[src/rtl/pc_redirect_ctrl.sv]
// Purpose: fetch-PC sequencer handling branch/jump redirects, IF/ID squash and misaligned-target halt.
// Latency: redirect target appears on pc one edge after the redirect; flush follows the same edge.
// Backpressure: stall holds the PC in RUN/FLUSH (a redirect overrides it); HALT ignores stall until resume.
//
// Ports:
//   clk, rst_n            clock, asynchronous active-low reset
//   stall                 hazard hold, PC does not advance while high
//   br_valid/br_taken     branch in EX and its resolved outcome
//   jump                  unconditional jump, treated as taken
//   br_target             redirect target address
//   resume/resume_pc      one-cycle release from HALT and the PC to restart at
//   pc/pc_valid           registered fetch PC and its legality
//   flush                 squash IF/ID
//   misalign_exc/exc_addr misaligned-target exception level and captured target
//   redirect_cnt          saturating count of accepted redirects
module pc_redirect_ctrl #(
  parameter int               XLEN         = 32,
  parameter logic [XLEN-1:0]  RESET_PC     = 32'h0000_0000,
  parameter int               FLUSH_CYCLES = 2
) (
  input  logic            clk,
  input  logic            rst_n,
  input  logic            stall,
  input  logic            br_valid,
  input  logic            br_taken,
  input  logic            jump,
  input  logic [XLEN-1:0] br_target,
  input  logic            resume,
  input  logic [XLEN-1:0] resume_pc,
  output logic [XLEN-1:0] pc,
  output logic            pc_valid,
  output logic            flush,
  output logic            misalign_exc,
  output logic [XLEN-1:0] exc_addr,
  output logic [15:0]     redirect_cnt
);

  typedef enum logic [1:0] {
    RUN   = 2'd0,
    FLUSH = 2'd1,
    HALT  = 2'd2
  } state_t;

  localparam logic [2:0] FLUSH_LOAD = FLUSH_CYCLES[2:0];

  state_t     state, state_n;
  logic [2:0] flush_cnt;
  logic       redirect;
  logic       target_misaligned;

  assign redirect          = br_valid & (br_taken | jump);
  assign target_misaligned = |br_target[1:0];

  // State register
  always_ff @(posedge clk or negedge rst_n) begin
    if (!rst_n) begin
      state <= RUN;
    end else begin
      state <= state_n;
    end
  end

  // Next-state logic
  always_comb begin
    state_n = state;
    unique case (state)
      RUN: begin
        if (redirect) begin
          state_n = target_misaligned ? HALT : FLUSH;
        end
      end
      FLUSH: begin
        // Leave on the edge where the counter steps 1 -> 0.
        if (!stall && flush_cnt == 3'd1) begin
          state_n = RUN;
        end
      end
      HALT: begin
        if (resume) begin
          state_n = RUN;
        end
      end
      default: state_n = RUN;
    endcase
  end

  // Outputs decoded from registered state only
  always_comb begin
    flush        = 1'b0;
    pc_valid     = 1'b1;
    misalign_exc = 1'b0;
    unique case (state)
      RUN: ;
      FLUSH: flush = 1'b1;
      HALT: begin
        flush        = 1'b1;
        pc_valid     = 1'b0;
        misalign_exc = 1'b1;
      end
      default: ;
    endcase
  end

  // PC, flush counter, exception capture and redirect counter
  always_ff @(posedge clk or negedge rst_n) begin
    if (!rst_n) begin
      pc           <= RESET_PC;
      flush_cnt    <= 3'd0;
      exc_addr     <= '0;
      redirect_cnt <= 16'd0;
    end else begin
      unique case (state)
        RUN: begin
          if (redirect && !target_misaligned) begin
            // Accepted redirect wins over stall.
            pc        <= br_target;
            flush_cnt <= FLUSH_LOAD;
            if (redirect_cnt != 16'hFFFF) begin
              redirect_cnt <= redirect_cnt + 16'd1;
            end
          end else if (redirect) begin
            exc_addr <= br_target;
          end else if (!stall) begin
            pc <= pc + XLEN'(4);
          end
        end
        FLUSH: begin
          // Redirects here come from squashed instructions and are dropped.
          if (!stall) begin
            pc        <= pc + XLEN'(4);
            flush_cnt <= flush_cnt - 3'd1;
          end
        end
        HALT: begin
          if (resume) begin
            pc <= resume_pc;
          end
        end
        default: ;
      endcase
    end
  end

endmodule

[config.mk]
export PLATFORM = sky130hd
export DESIGN_NAME = pc_redirect_ctrl
export DESIGN_NICKNAME = d
export VERILOG_FILES = /design/src/rtl/pc_redirect_ctrl.sv
export SDC_FILE = /design/constraint.sdc
export NUM_CORES = 1
export LEC_CHECK = 0
export ABC_AREA = 1
export ABC_CLOCK_PERIOD_IN_PS = 4550
export BUFFER_PORTS_ARGS = -buffer_cell sky130_fd_sc_hd__buf_2
export CORE_MARGIN = 2
export CORE_UTILIZATION = 57
export CTS_CLUSTER_DIAMETER = 80
export DETAILED_ROUTE_END_ITERATION = 7
export GPL_TIMING_DRIVEN = 0
export MAX_ROUTING_LAYER = met4
export PLACE_DENSITY_LB_ADDON = 0.1
export SYNTH_ARGS = -nofsm -noshare
export SYNTH_HDL_FRONTEND = slang
export SYNTH_SLANG_ARGS = --single-unit
[constraint.sdc]
create_clock -name clk -period 4.55 [get_ports clk]
set_input_delay 0.455 -clock clk [delete_from_list [all_inputs] [get_ports clk]]
set_output_delay 0.455 -clock clk [all_outputs]
set_load 0.02 [all_outputs]
## After elaboration in Yosys (flattened, before gate mapping)

Index checks and enable logic that the tools add are counted.

- Register bits after elaboration: 85
- Bits of input ports: 71
- Output and inout port bits: 83
- Logic and storage cells: 51

- Add/sub/neg operators: 3
- Eq/ne operators: 10
- Multiplexer cells: 16
- Bitwise gates (word level): 3
- Reduce and logical (&&, ||, !) cells: 14

Operator list:

| kind | count |
|---|---|
| $mux W32 | 4 |
| $pmux W32 S3 | 1 |
| $add A32 B3 Y32 const B | 1 |
| $add A16 B1 Y16 const B | 1 |
| $ne A16 B16 Y1 const B | 1 |
| $reduce_and A3 Y1 | 5 |
| $ne A2 B2 Y1 const B | 5 |
| $mux W2 | 4 |
| $mux W3 | 2 |
| $pmux W2 S3 | 1 |
| $pmux W3 S2 | 1 |
| $reduce_or A2 Y1 | 2 |
| $eq A3 B1 Y1 const B | 1 |
| $mux W1 | 3 |
| $ne A3 B3 Y1 const B | 1 |
| $reduce_bool A3 Y1 | 1 |
| $sub A3 B1 Y3 const B | 1 |
| $eq A2 B1 Y1 const B | 1 |
| $eq A2 B2 Y1 const B | 1 |
| $logic_and A1 B1 Y1 | 2 |
| $logic_not A1 Y1 | 2 |
| $logic_not A2 Y1 | 1 |
| $reduce_bool A2 Y1 | 1 |
| $and A1 B1 Y1 | 1 |
| other kinds (2) | 2 |

## Depth between registers and ports, before layout

Gate-level depths: netlist of run 1.

- Depth in word-level cells: 5
- Mapped depth: 13
- Gate-level depth less buffers: 12

## Worst setup path after synthesis of run 1

No wires, ideal clock.

- Kind: flip-flop to flip-flop
- From: reg state[0]
- To: reg pc[6]
- Setup time: 0.119 ns
- Arrival: 1.721 ns
- Required time: 4.431 ns
- Slack: 2.709 ns
- Cell stages (with the launch flop): 12
- Buffers on the path: 2
- Clock period less this slack: 1.841 ns
- Path through: dfrtp_1 inv_1 ha_1 inv_2 nor2_1 a21oi_1 nand2_2 inv_2 buf_6 buf_4 o22ai_1 inv_1

- Longest elaborated chain between the ends: 3
- Elaborated cells on any way between the ends: 8
- Classes of those cells: 4 x eq/ne; 1 x mux; 3 x reduce/logical

Ends and longest elaborated chain:

| what | line | text |
|---|---|---|
| from (decl) | 46 | `state_t state, state_n;` |
| from (signal assigned) | 59 | `state <= state_n;` |
| $eq A2 B2 Y1 (tied with other cells) | 112 | `unique case (state)` |
| $ne A2 B2 Y1 (no line) (tied with other cells) | -- |  |
| $reduce_and A3 Y1 (no line) | -- |  |
| to (signal assigned) | 116 | `pc <= br_target;` |
| to (signal assigned) | 124 | `pc <= pc + XLEN'(4);` |
| to (signal assigned) | 130 | `pc <= pc + XLEN'(4);` |
| to (decl) | 30 | `output logic [XLEN-1:0] pc,` |

Parallel ways exist; a longest one is shown, timed or not.
A chain may end at the register's enable or synchronous reset.

## Final worst setup path of run 1

- From: reg state[0]
- To: reg pc[17]

Same word-level chain as after synthesis.

==> metrics.csv, run 1 <==
metric;value;unit
RSZ-0062 raised after global routing;false;
Critical Path End Type;flop;
initial antenna violation count;0;
CTS tree;built;
Hold Slack;0.0675;ns
DR iter-0 viols;312;
DR WL/cell;16.2;um
detailed placement HPWL;12000;um
Longest Clk Path Bufs;2;
Reg clk slew, reported paths;0.09;ns
vias per cell;5.45;
reg2reg setup slack;2.39;ns
layout cells sized above 1;27.9;%
DIE AREA;0.00996;mm2
Setup TNS;0;ns
largest fanout on the critical path;10;
clock power share;13.7;%
routed wire length;15700;um
ant diodes;0;
via count;5301;
# setup viols final;0;
Max-slew headroom;58.7;%
Filler cells;751;
Post-CTS Setup Bufs;0;
cell taking the most area after synthesis;dfrtp_1;
Hold Vio Cnt, Final;0;
Clk Latency, worst-skew pair;0.36;ns
Tot GR Track Use;33.3;%
CTS buffer count;9;
status;completed;
Synth async-reset ratio;100;%
part of the power in combinational logic;53.4;%
Resize count post-CTS;0;
Die W;99.8;um
Synth cell types;45;
CP Launch Type;flop;
number of cell rows;34;
largest net degree at the start of global routing;47;
first drt pass iteration count;5;
commonest non-fill, non-tap cell in the layout;nand2_1;
Final Net Count;938;
HP Class;primary input to asynchronous set/reset pin;
port bufs;153;
Internal;2190;uW
Root Buffer;clkbuf_8;
fin. max-slew vios;0;
CTS H-tree lvls;3;
Die Ht;99.8;um
part of the cycle the worst path needs;47.5;%
Critical Path AT;2.46;ns
area grow syn2layout;21.8;%
vias in the first global route;5187;
Synth Net Count;773;
Yosys reg bits;85;
sw frac;49.4;%
Avg Inst Size Synth;7.52;um2
Net Switching;2140;uW
largest cells by area after synthesis;dfrtp_1 41%, nand2_1 13%, inv_1 5.5%;
post-route cell area;0.00637;mm2
leak pwr;0.00340;uW
commonest non-fill, non-tap cells in the layout;182 x nand2_1, 158 x buf_2, 85 x dfrtp_1, 76 x inv_1, 67 x nor2_1;
first-pass GRT wire length;25300;um
max frequency;463;MHz
Ports;154;
Post-Place Cell Area;0.00616;mm2
Final Skew;0.00848;ns
RePlAce Congestion;0.910;
synth warn;0;
DRC;0;
EDFF count, synth;0;
Overflow after GRT;0;
Cells after Synth;695;
max_cap viols;0;
Tightest Pin Transition;0.619;ns
cts hold-fix bufs;0;
Critical path destination;pc[17];
# clock sinks;85;
Initial Util;59.4;%
worst-case reg-to-reg path depth;10;
sequential share of power;32.9;%
Seq/Total Area, Yosys;40.7;%
CP startpoint;state[0];
antenna-violating nets left;0;
Worst VDD drop;0.370;mV
r2r startpoint;state[0];
Worst R2R End;pc[17];
pwr/cell area;680;mW/mm2
CORE AREA;0.00881;mm2
Worst Path Class, Setup;flop to flop;
crit path time final;2.16;ns
worst path required time;4.85;ns
Primary FF master, synth;dfrtp_1;
Yosys top cell area share;40.7;%
post-layout power;4330;uW
mapped cell area;0.00523;mm2
-- power by group through the flow --
stage | clock network (uW) | logic [uW] | registers (uW)
3_3_place_gp | 0 | 2240 | 1400
4_1_cts | 600 | 2300 | 1410
3_5_place_dp | 0 | 2290 | 1420
5_1_grt | 625 | 2530 | 1470
2_1_floorplan | 0 | 1180 | 1740
6_report | 595 | 2310 | 1420
-- sequential cells by signal (all words and copies together) (netlist names) --
signal	flops
redirect_cnt	16
state	2
flush_cnt	3
pc	32
exc_addr	32
-- how the worst min path moves through the flow --
stage	from	to	slack [ns]	cells after the start
6_report	rst_n	redirect_cnt[4]	0.07	1
3_5_place_dp	exc_addr[24]	exc_addr[24]	0.47	2
2_1_floorplan	rst_n	exc_addr[0]	0.16	0
3_3_place_gp	exc_addr[26]	exc_addr[26]	0.46	2
5_1_grt	rst_n	redirect_cnt[4]	0.12	1
4_1_cts	rst_n	redirect_cnt[4]	0.09	1
-- worst max-delay path, stage by stage, from the launching register on --
cell,delay [ns]
dfrtp_1,0.39
inv_1,0.07
ha_1,0.36
buf_4,0.20
nand2_1,0.07
inv_1,0.12
clkbuf_1,0.48
nand2_1,0.10
o211ai_1,0.13
nand2_1,0.09
nand2_1,0.07
-- layout make-up --
class	count	area [um2]	area share (%)
clock buffers	9	124	1.94
plain buffers	19	128	2.00
inverters	89	334	5.24
multi-input cells	502	2640	41.4
repair buffers	154	796	12.5
flip-flops and latches	85	2130	33.4
well taps	108	135	2.12
clock inverters	6	87.6	1.37
-- metrics by stage --
step	setup slack (ns)	cells	utilization, %
after floorplan	2.71	695	-
after global placement	2.31	956	69.6
after detailed placement	2.48	957	69.9
after CTS	2.43	972	72.4
after global routing	2.27	972	72.4
final	2.39	972	72.4
-- logic make-up after synthesis --
family	share of synthesized area, %
and+or+nand+nor	30.7
AOI/OAI and AO/OA	12.8
buffers and inverters	8.83
DFF	40.7
xor gates and xnor gates	3.18
muxes	2.15
adders and majority gates	1.67
-- cells in the mapped netlist (6+ instances only) --
cell type / instances
nand2_1: 182
dfrtp_1: 85
inv_1: 76
nor2_1: 67
o21ai_0: 51
a21oi_1: 40
nand3_1: 39
xor2_1: 14
inv_2: 11
mux2_2: 10
nor3_1: 9
nand2_2: 8
nand4_1: 8
nor2_4: 8
a31oi_1: 7
ha_1: 7
o21ai_1: 7
buf_2: 6
nand2_4: 6
-- routing by layer --
metal	GRT usage [%]	wire length [um]	vias to the layer above
met5	-	0	-
met2	54.1	7540	262
met1	44.7	6660	2454
met4	10.0	278	0
met3	3.55	1250	21
li1	-	-	2564
Power figures use the tool's default switching activity.
==> run 2, diff against run 1 <==
Settings changed: ABC_CLOCK_PERIOD_IN_PS 4550 to 2050, CORE_UTILIZATION 57 to 53.
Clock period 4.55 ns to 2.05 ns, I/O delays scaled along.
==> metrics.csv, run 2 (synthesis gave the netlist of run 1 again) <==
metric;value;unit;change
status;completed;;unchanged
Longest Clk Path Bufs;2;;unchanged
# setup viols final;0;;unchanged
RePlAce Congestion;0.946;;was 0.910
HP Class;primary input to flop;;was primary input to asynchronous set/reset pin
sequential share of power;31.9;%;was 32.9%
Die W;103;um;was 99.8 um
port bufs;153;;unchanged
Clk Latency, worst-skew pair;0.36;ns;about the same
sw frac;48.2;%;was 49.4%
layout cells sized above 1;28.6;%;was 27.9%
utilization after layout;67.1;%;was 72.4%
metal2 WL;7280;um;was 7540 um
Tightest Pin Transition;0.484;ns;was 0.619 ns
area grow syn2layout;24.3;%;was 21.8%
Net Switching;4740;uW;was 2140 uW
Highest Signal Layer;met4;;unchanged
Ports;154;;unchanged
CTS H-tree lvls;3;;unchanged
Overflow after GRT;0;;unchanged
commonest non-fill, non-tap cell in the layout;nand2_1;;unchanged
part of the power in combinational logic;53.5;%;was 53.4%
Worst Path Class, Setup;flop to flop;;unchanged
final worst slack;0.150;ns;was 2.39 ns
CORE AREA;0.00968;mm2;was 0.00881 mm2
Final Net Count;941;;was 938
Critical Path End Type;flop;;unchanged
initial antenna violation count;0;;unchanged
DR iter-0 viols;329;;was 312
CP Launch Type;flop;;unchanged
wl on met1;6830;um;was 6660 um
vias per cell;5.28;;was 5.45
vias in the first global route;4917;;was 5187
part of the cycle the worst path needs;92.7;%;was 47.5%
Root Buffer;clkbuf_8;;unchanged
# clock sinks;85;;unchanged
Internal;5100;uW;was 2190 uW
Tot GR Track Use;30.9;%;was 33.3%
CTS buffer count;9;;unchanged
first-pass GRT wire length;24300;um;was 25300 um
fin. max-slew vios;0;;unchanged
routed wire length;15700;um;about the same
worst slack, placed;-0.0573;ns;was 2.48 ns
largest fanout on the critical path;10;;unchanged
Hold Slack;0.0775;ns;was 0.0675 ns
crit path time final;1.90;ns;was 2.16 ns
DRC;0;;unchanged
via count;5290;;was 5301
clock power share;14.7;%;was 13.7%
number of cell rows;36;;was 34
DR WL/cell;15.6;um;was 16.2 um
Hold Vio Cnt, Final;0;;unchanged
Setup TNS;0;ns;unchanged
Max-slew headroom;67.7;%;was 58.7%
worst path required time;2.30;ns;was 4.85 ns
pwr/cell area;1510;mW/mm2;was 680 mW/mm2
leak pwr;0.00345;uW;was 0.00340 uW
Initial Util;54.0;%;was 59.4%
Final Skew;0.0126;ns;was 0.00848 ns
max frequency;526;MHz;was 463 MHz
commonest non-fill, non-tap cells in the layout;182 x nand2_1, 154 x buf_2, 85 x dfrtp_1, 76 x inv_1, 66 x nor2_1;;was 182 x nand2_1, 158 x buf_2, 85 x dfrtp_1, 76 x inv_1, 67 x nor2_1
largest net degree at the start of global routing;55;;was 47
max_cap viols;0;;unchanged
Regs by FF count;exc_addr x32, pc x32, redirect_cnt x16;;unchanged
Reg clk slew, reported paths;0.09;ns;about the same
first drt pass iteration count;5;;unchanged
met3 WL;1280;um;was 1250 um
CTS tree;built;;unchanged
ant diodes;0;;unchanged
DIE AREA;0.0107;mm2;was 0.00996 mm2
Die Ht;103;um;was 99.8 um
antenna-violating nets left;0;;unchanged
Worst VDD drop;0.707;mV;was 0.370 mV
detailed placement HPWL;11900;um;was 12000 um
Critical Path AT;2.15;ns;was 2.46 ns
run 2: timing repair:
action / in CTS / in global routing
hold buffers: 1 / 0
buffers inserted: 0 / 2
hold endpoints to repair: 31 / 0
pin swaps: 0 / 1
resized for setup: 2 / 16
setup endpoints to repair: 8 / 47
run 2: layout make-up:
cell class              count  area (um2)
flip-flops and latches     85        2130
well taps                 133         166
repair buffers            157         821
clock buffers              10         128
multi-input cells         502        2660
plain buffers              19         153
fillers                   877        3180
inverters                  89         334
clock inverters             6         111
run 2: power groups by stage:
stage | clock network [uW] | logic (uW) | registers, uW
finish | 1440 | 5260 | 3130
global route | 1540 | 5800 | 3260
CTS | 1480 | 5120 | 3120
detailed placement | 0 | 5090 | 3140
global placement | 0 | 4980 | 3120
floorplan | 0 | 2620 | 3870
run 2: per-layer routing:
metal,vias up,global-route usage [%]
met5,-,-
met4,0,12.7
met2,223,47.3
met3,16,4.57
met1,2481,41.4
li1,2570,-
run 2: through the flow:
| step | instance area [um2] | power (uW) | instances |
|---|---|---|---|
| after global routing | 6500 | 10600 | 1001 |
| final | 6500 | 9840 | 1001 |
| after floorplan | 5230 | 6490 | 695 |
| after global placement | 6160 | 8100 | 981 |
| after detailed placement | 6190 | 8230 | 982 |
| after CTS | 6440 | 9720 | 999 |
run 2: critical path, stage by stage, from the launching register on:
cell and delay [ns]:
dfrtp_1 0.39, inv_1 0.10, ha_1 0.26, inv_2 0.10, nor2_2 0.05, a21oi_1 0.15
nand2_2 0.13, buf_4 0.21, a21oi_1 0.13, nand2_1 0.07, a21oi_1 0.13, nor2_1 0.06
run 2: path summary, 6_finish.rpt:
check	from	end	slack [ns]	cells past startpoint
worst max-delay path	state[0]	pc[24]	0.15	11
worst max register to register	state[0]	pc[24]	0.15	11
worst min register to register	exc_addr[26]	exc_addr[26]	0.49	2
min in group asynchronous	rst_n	redirect_cnt[4]	0.32	2
worst min-delay path	resume_pc[0]	pc[0]	0.08	3
max in group asynchronous	rst_n	pc[7]	1.10	3
